`config.mk`:
```
export PLATFORM = sky130hd
export DESIGN_NAME = instruction_fetch
export DESIGN_NICKNAME = d
export VERILOG_FILES = /design/src/rtl/feather_pkg.sv /design/src/rtl/fetch_fifo.sv /design/src/rtl/instruction_fetch.sv
export SDC_FILE = /design/constraint.sdc
export NUM_CORES = 1
export LEC_CHECK = 0
export ABC_AREA = 1
export CELL_PAD_IN_SITES_DETAIL_PLACEMENT = 2
export CELL_PAD_IN_SITES_GLOBAL_PLACEMENT = 2
export CORE_MARGIN = 2
export CORE_UTILIZATION = 32
export CTS_CLUSTER_SIZE = 12
export DETAILED_ROUTE_END_ITERATION = 6
export PLACE_DENSITY = 0.82
export SLEW_MARGIN = 20
export SYNTH_ARGS = -nofsm -noshare
export SYNTH_HDL_FRONTEND = slang
export SYNTH_SLANG_ARGS = --single-unit
```
`constraint.sdc`:
```
create_clock -name clk_i -period 2.9 [get_ports clk_i]
set_input_delay 0.29 -clock clk_i [delete_from_list [all_inputs] [get_ports clk_i]]
set_output_delay 0.29 -clock clk_i [all_outputs]
set_load 0.01 [all_outputs]
```
`src/rtl/feather_pkg.sv`:
```
// Shared types and constants for the fetch stage.
//   fetch_state_e : fetch FSM states (RUN / HALT / FAULT)
//   fetch_entry_t : default fetch-buffer entry {pc, instr} for an 8-bit PC, 32-bit instruction
//   INSTR_BYTES   : bytes per instruction (PC increment)
package feather_pkg;
  localparam int INSTR_BYTES = 4;

  typedef enum logic [1:0] {
    RUN   = 2'd0,
    HALT  = 2'd1,
    FAULT = 2'd2
  } fetch_state_e;

  typedef struct packed {
    logic [7:0]  pc;
    logic [31:0] instr;
  } fetch_entry_t;
endpackage

```
`src/rtl/fetch_fifo.sv`:
```
// Synchronous fetch buffer. The head comes straight out of the storage
// registers, so an entry pushed at an edge is visible right after it.
// Ports:
//   clk_i, rst_ni           clock / async active-low reset (storage cleared to 0)
//   push_i, pop_i, flush_i  write, consume head, discard all (flush dominant)
//   data_i                  entry to write
//   head_o                  oldest entry (meaningful only when !empty_o)
//   full_o, empty_o         occupancy flags
module fetch_fifo
  import feather_pkg::*;
#(
  parameter type entry_t = fetch_entry_t,
  parameter int  DEPTH   = 2
) (
  input  logic   clk_i,
  input  logic   rst_ni,
  input  logic   push_i,
  input  logic   pop_i,
  input  logic   flush_i,
  input  entry_t data_i,
  output entry_t head_o,
  output logic   full_o,
  output logic   empty_o
);
  localparam int PW = $clog2(DEPTH);

  entry_t        mem_q [DEPTH];
  logic [PW-1:0] wr_q, rd_q;
  logic [PW:0]   cnt_q;

  always_ff @(posedge clk_i or negedge rst_ni) begin
    if (!rst_ni) begin
      for (int i = 0; i < DEPTH; i++) mem_q[i] <= '0;
      wr_q  <= '0;
      rd_q  <= '0;
      cnt_q <= '0;
    end else if (flush_i) begin
      // storage left as-is; it is unreachable until rewritten
      wr_q  <= '0;
      rd_q  <= '0;
      cnt_q <= '0;
    end else begin
      if (push_i) begin
        mem_q[wr_q] <= data_i;
        wr_q        <= wr_q + PW'(1);
      end
      if (pop_i) rd_q <= rd_q + PW'(1);
      case ({push_i, pop_i})
        2'b10:   cnt_q <= cnt_q + (PW+1)'(1);
        2'b01:   cnt_q <= cnt_q - (PW+1)'(1);
        default: cnt_q <= cnt_q;
      endcase
    end
  end

  assign head_o  = mem_q[rd_q];
  assign full_o  = (cnt_q == (PW+1)'(DEPTH));
  assign empty_o = (cnt_q == '0);
endmodule

```
`src/rtl/instruction_fetch.sv`:
```
// Fetch stage: owns the PC, reads program memory combinationally and
// buffers {pc, instr} for decode behind a valid/ready handshake.
// Optional feature macro: FETCH_MISALIGN_TRAP_EN (misaligned redirect traps
// into a terminal FAULT state; otherwise redirect targets are word-aligned).
// Ports:
//   clk_i, rst_ni                 clock / async active-low reset
//   redirect_i, redirect_addr_i   branch/jump: flush buffer, load PC
//   halt_i                        stop issuing fetches (buffer still drains)
//   imem_addr_o, imem_instr_i     program memory byte address / returned word
//   instr_valid_o, instr_ready_i  decode handshake
//   instr_o, instr_pc_o           head instruction and its PC
//   fault_o                       sticky misaligned-redirect trap
module instruction_fetch
  import feather_pkg::*;
#(
  parameter int                ADDR_W     = 8,
  parameter int                INSTR_W    = 32,
  parameter int                FIFO_DEPTH = 2,
  parameter logic [ADDR_W-1:0] RESET_PC   = '0
) (
  input  logic               clk_i,
  input  logic               rst_ni,
  input  logic               redirect_i,
  input  logic [ADDR_W-1:0]  redirect_addr_i,
  input  logic               halt_i,
  output logic [ADDR_W-1:0]  imem_addr_o,
  input  logic [INSTR_W-1:0] imem_instr_i,
  output logic               instr_valid_o,
  input  logic               instr_ready_i,
  output logic [INSTR_W-1:0] instr_o,
  output logic [ADDR_W-1:0]  instr_pc_o,
  output logic               fault_o
);
  typedef struct packed {
    logic [ADDR_W-1:0]  pc;
    logic [INSTR_W-1:0] instr;
  } entry_t;

  fetch_state_e      state_q, state_d;
  logic [ADDR_W-1:0] pc_q, pc_d, tgt;
  logic              fetch_en, push, pop, flush, full, empty, mis;
  entry_t            head, wdata;

`ifdef FETCH_MISALIGN_TRAP_EN
  logic fault_q;
  assign mis = redirect_i && (redirect_addr_i[1:0] != 2'b00);
  assign tgt = redirect_addr_i;   // kept raw so the bad target is visible on imem_addr_o

  always_ff @(posedge clk_i or negedge rst_ni) begin
    if (!rst_ni) fault_q <= 1'b0;
    else if (mis && state_q != FAULT) fault_q <= 1'b1;
  end
  assign fault_o = fault_q;
`else
  assign mis     = 1'b0;
  assign tgt     = redirect_addr_i & ~ADDR_W'(INSTR_BYTES - 1);
  assign fault_o = 1'b0;
`endif

  // FSM: state register
  always_ff @(posedge clk_i or negedge rst_ni) begin
    if (!rst_ni) state_q <= RUN;
    else         state_q <= state_d;
  end

  // FSM: next state
  always_comb begin
    state_d = state_q;
    case (state_q)
      RUN:     if (halt_i)  state_d = HALT;
      HALT:    if (!halt_i) state_d = RUN;
      FAULT:   state_d = FAULT;
      default: state_d = RUN;
    endcase
    if (mis && state_q != FAULT) state_d = FAULT;
  end

  // FSM: outputs
  always_comb begin
    fetch_en = (state_q == RUN);
  end

  // Redirect kills this cycle's pop and push; a full buffer may still take a
  // new word when its head leaves in the same cycle.
  assign pop   = !empty && instr_ready_i && !redirect_i;
  assign push  = fetch_en && !redirect_i && (!full || pop);
  assign flush = redirect_i && (state_q != FAULT);
  assign wdata = '{pc: pc_q, instr: imem_instr_i};

  always_comb begin
    pc_d = pc_q;
    if (state_q == FAULT) pc_d = pc_q;
    else if (redirect_i)  pc_d = tgt;
    else if (push)        pc_d = pc_q + ADDR_W'(INSTR_BYTES);   // wraps modulo 2^ADDR_W
  end

  always_ff @(posedge clk_i or negedge rst_ni) begin
    if (!rst_ni) pc_q <= RESET_PC;
    else         pc_q <= pc_d;
  end

  fetch_fifo #(
    .entry_t (entry_t),
    .DEPTH   (FIFO_DEPTH)
  ) u_fifo (
    .clk_i   (clk_i),
    .rst_ni  (rst_ni),
    .push_i  (push),
    .pop_i   (pop),
    .flush_i (flush),
    .data_i  (wdata),
    .head_o  (head),
    .full_o  (full),
    .empty_o (empty)
  );

  assign imem_addr_o   = pc_q;
  assign instr_valid_o = !empty;
  assign instr_o       = head.instr;
  assign instr_pc_o    = head.pc;
endmodule
```
# --- Word-level counts from Yosys, hierarchy flattened ---
# Cells that the tools add are included.
classes:
  bitwise_logic: 4
  mux: 17
  reduce_logical: 19
  n_addsub: 5
  n_eq_ne: 8
  order_cmp: 3
ops:
  columns: ["op", "n"]
  rows:
  - ["2-to-1 mux 40 bit", 4]
  - ["bitwise mux 80 bit", 1]
  - ["demux 40 bit (select 1 bit)", 1]
  - ["2-to-1 mux 8 bit", 2]
  - ["adder 8 x 3 -> 8 bit (second input constant)", 1]
  - ["== test 2 bit (second input constant)", 3]
  - ["logical AND 1 bit", 6]
  - ["2-to-1 mux 2 bit", 3]
  - ["inequality test 2 bit (second input constant)", 3]
  - ["case mux 2 bit (3 select lines)", 1]
  - ["AND reduction 2 bit", 3]
  - ["nonzero test 2 bit", 3]
  - ["== test 2 x 1 -> 1 bit (second input constant)", 2]
  - ["greater-or-equal comparator 2 bit (second input constant)", 2]
  - ["logical NOT 2 bit", 2]
  - ["2-to-1 mux 1 bit", 4]
  - ["NOT 1 -> 2 bit", 2]
  - ["case mux 2 bit (2 select lines)", 1]
  - ["logical NOT 1 bit", 3]
  - ["nonzero test 3 bit", 1]
  - ["adder 1 bit (second input constant)", 2]
  - ["adder 2 x 1 -> 2 bit (second input constant)", 1]
  - ["< comparator 2 x 1 -> 1 bit (second input constant)", 1]
  - ["NOT 1 bit", 2]
  - ["2 further kinds", 2]
word_totals:
  elab_cells: 65
  reg_bits: 94

# --- Longest topological paths before layout ---
depth:
  depth_word: 9
  depth_mapped: 9

# --- By module ---
# From an unflattened synthesis, not the netlist that was laid out.
hier_totals:
  cells_unflattened: 448
  area_unflattened_um2: 4521.8
modules_own_cells:
  columns: ["module", "instances", "area_per_inst_um2", "cells_per_inst"]
  rows:
  - ["fetch_fifo", 1, 3926.3, 372]
  - ["instruction_fetch", 1, 595.6, 76]

# --- Least setup slack after synthesis ---
# No wires, ideal clock.
synth_path:
  kind: "register -> output"
  startpoint: "register u_fifo.rd_q"
  endpoint: "output instr_o[19]"
  path_slack_ns: 1.597
  path_stages_with_launch: 6
  t_arrival_ns: 1.013
  required_ns: 2.610
  path_cell_list: "dfrtp_1 -> clkbuf_1 -> buf_2 -> buf_2 -> nand2_1 -> o21ai_0"
synth_between:
  elab_chain_len: 4
synth_rtl:
  columns: ["item", "line", "source"]
  rows:
  - ["start: declaration", "fetch_fifo.sv:28", "logic [PW-1:0] wr_q, rd_q;"]
  - ["start signal: assignment", "fetch_fifo.sv:47", "if (pop_i) rd_q <= rd_q + PW'(1);"]
  - ["NOT 1 -> 2 bit (not written as such)", "fetch_fifo.sv:56", "assign head_o = mem_q[rd_q];"]
  - ["2-to-1 mux 40 bit (not written as such) (3 in a row)", "fetch_fifo.sv:56", null]
  - ["end: declaration", "instruction_fetch.sv:30", "output logic [INSTR_W-1:0] instr_o,"]
# Every way passes these cells. The select of a mux whose other input is x is not followed.

# --- Worst setup path after layout ---
layout_path:
  startpoint: "register u_fifo.rd_q"
  endpoint: "output instr_o[18]"
# Same word-level chain as after synthesis.

==> results.yml <==
status:
  status: "finished clean"
timing:
  grt_setup_unrepaired: "false"
  worst-slew-pin-transition_ns: 0.715
  timing.slew.headroom_pct: 52.3
  max_freq_mhz: 442
  final_min_period_over_clock_period_pct: 78.0
  fin_ws_ns: 0.638
  final_min_period_ns: 2.26
  skew_ns: 0.00486
  timing.final.setup_violations: 0
  setup-tns-final_ns: 0
  number_of_pins_with_negative_max_slew_slack_in_the_final_report: 0
  finalHoldWorstSlack_ns: 0.447
  final_count_of_hold_timing_violations: 0
synth:
  yosys.area.top_type: "sky130_fd_sc_hd__dfrtp_1"
  synthesis.area_mm2: 0.00439
  post_synthesis_average_cell_area_um2: 8.47
  ys_warn_count: 0
  ys_seq_elements: 88
  ys_dominant_reg_cell: "sky130_fd_sc_hd__dfrtp_1"
  synth-seq-area-share_pct: 50.2
  synth_cells: 518
  synth.top_cells.by_area: "sky130_fd_sc_hd__dfrtp_1, sky130_fd_sc_hd__nand2_1, sky130_fd_sc_hd__o21ai_0"
  synth_largest_type_area_fraction_pct: 50.2
  netlist-cell-type-count: 27
  async_flop_share_pct: 100
  synth_enable_flop_cells: 0
final_layout:
  final_cell_count_no_fill: 773
  post-route-util_pct: 42.4
  number_of_diodes: 0
  area.growth.synth_to_final_pct: 28.4
  share_of_layout_cells_above_drive_strength_1_pct: 16.4
  fillers: 1506
  finish.net_count: 638
  postLayoutCellArea_mm2: 0.00563
worst_setup_path:
  timing.critical_path.required_ns: 2.61
  crit_type: "flop to output pin"
  path_cells: "buf_4, o21ai_0, clkdlybuf4s50_1"
  r2r_cells: 7
  rr_endpoint: "u_fifo.mem_q[7]"
  worstSetupStartpoint: "u_fifo.rd_q"
  timing.critical_path.slowest_cell_delay_ns: 0.60
  setup.worst_path.end_class: "output pin"
  cp-start-kind: "flop"
  worst_path_max_delay_cell: "sky130_fd_sc_hd__clkdlybuf4s50_1"
  r2r-start: "state_q[1]"
  r2r_slack_ns: 1.22
  timing.critical_path.fanout_max: 46
  critPathArrivalTime_ns: 1.97
hold_path:
  hold_path_end: "state_q[0]"
  hold_class: "flop to flop"
  hold_path_startpoint: "state_q[1]"
  min_path_cells: 1
global_routing:
  grt_pass1_wl_mm: 21.2
  via_count_of_the_first_global_routing_pass: 4248
  gr-usage-all-layers_pct: 18.5
  grt_max_degree: 47
  grt_antenna_before_repair: 0
  grt_overflow: 0
floorplan:
  fp.dieArea_mm2: 0.0147
  initial_core_util_pct: 33.0
  placementRows: 42
  pin_count: 95
  die_w_um: 121
  core_area_mm2: 0.0133
  die_h_um: 121
placement:
  globalplace.congestion: 0.705
  number_of_cells_after_detailed_placement: 756
  post_dp_cell_area_mm2: 0.00532
  place_ws_ns: 0.763
  hpwl_reported_at_the_end_of_detailed_placement_mm: 8.39
  port-buffer-count: 87
power_and_ir_drop:
  p_leak_nw: 2.54
  powerDensity_mw_per_mm2: 734
  worst_ir_drop_vdd_mv: 0.240
  design_power_total_mw: 4.14
cts:
  worst_setup_hold_path_clk_slew_ns: 0.06
  clockBufferDepth: 2
  clock_sinks: 88
  clock_latency_ns: 0.34
  cts_tree: "built"
  tritoncts.num_buffers: 9
  post_cts_buffers: 0
  ctsHtreeMaxLevel: 3
  root_buffer_cell: "sky130_fd_sc_hd__clkbuf_16"
drt:
  vias_per_cell: 4.87
  routed_wirelength_normalized_by_instance_count_um: 16.3
  detail_route.wirelength_mm: 12.6
  detailedRoute.firstPassIterationCount: 4
  route.antenna.remaining_nets: 0
  vias: 3766
  drc: 0
  drt_first_iter_violations: 166
flow_run:
  maxCapViolations: 0
## worst max-delay path: cells and delay by family, from the launching register on
kind | cells | cell delay (ns)
flops | 1 | 0.41
buf+inv | 2 | 0.87
compound gates | 1 | 0.34
## area by class of cell
type                       count  area, µm²  share of cell area [%]
timing repair buffer          96        976                    17.3
multi-input combinational    345       1740                    30.9
inverter                      52        195                    3.47
sequential                    88       2200                    39.1
clock inverter                 3       40.0                   0.711
clock buffer                  13        260                    4.62
tap                          176        220                    3.91
## cell usage after synthesis, types with 5 or more instances
cell type and number:
sky130_fd_sc_hd__dfrtp_1 88, sky130_fd_sc_hd__nand3_1 11, sky130_fd_sc_hd__inv_2 5, sky130_fd_sc_hd__o21ai_2 30
sky130_fd_sc_hd__nor2_1 6, sky130_fd_sc_hd__inv_1 47, sky130_fd_sc_hd__nand4_1 7, sky130_fd_sc_hd__nand2_2 32
sky130_fd_sc_hd__o21ai_0 86, sky130_fd_sc_hd__buf_4 6, sky130_fd_sc_hd__clkbuf_1 14, sky130_fd_sc_hd__buf_2 8
sky130_fd_sc_hd__nand2_1 153
## sequential cells by signal, summed over array words and instances, names as in the netlist
name / count
imem_addr_o: 6
state_q: 2
u_fifo.cnt_q: 2
u_fifo.mem_q: 76
u_fifo.rd_q: 1
u_fifo.wr_q: 1
## cell families after synthesis
kind of cell	after synthesis	share of synthesized area, %
compound gates	121	16.4
fa+ha+maj	1	0.285
other cells	1	0.0855
buf+inv	89	10.6
simple gates	218	22.5
flops	88	50.2
## worst max path at each step
stage                       endpoint  slack, ns  cells after the start
finish                   instr_o[18]       0.64                      3
detailed placement  u_fifo.mem_q[77]       0.76                      6
global placement    u_fifo.mem_q[41]       0.84                      6
global route             instr_o[18]       0.51                      4
floorplan                instr_o[19]       1.60                      5
CTS                    instr_pc_o[2]       0.60                      3
## layer usage
metal	GRT usage [%]	vias up	part of all wire [%]
met5	0	-	0
met4	6.10	0	1.5
met3	3.15	12	3.1
met2	32.1	70	51
met1	23.2	1910	44
li1	-	1774	-
## power by group
group,switching (mW),internal (mW)
sequential,0.162,1.54
combinational,0.662,0.575
clock,0.488,0.713
total,1.31,2.82
## cells in the final DEF, fill, tap and decap left out, types with 3 or more instances in the layout
cell type                         count
sky130_fd_sc_hd__buf_12               3
sky130_fd_sc_hd__o21ai_2             30
sky130_fd_sc_hd__clkdlybuf4s50_1     86
sky130_fd_sc_hd__nor2_1               6
sky130_fd_sc_hd__buf_4                6
sky130_fd_sc_hd__dfrtp_1             87
sky130_fd_sc_hd__nand2_2             32
sky130_fd_sc_hd__clkbuf_16            9
sky130_fd_sc_hd__nand2_1            153
sky130_fd_sc_hd__o21ai_0             86
sky130_fd_sc_hd__inv_2                5
sky130_fd_sc_hd__o21ai_1              3
sky130_fd_sc_hd__nand4_1              7
sky130_fd_sc_hd__inv_1               47
sky130_fd_sc_hd__nand3_1             11
sky130_fd_sc_hd__conb_1               5
## repair_timing
item	in CTS	in global routing
resized for setup	0	0
hold endpoints to repair	44	0
hold buffers	1	0
(Power assumes the default switching activity.)
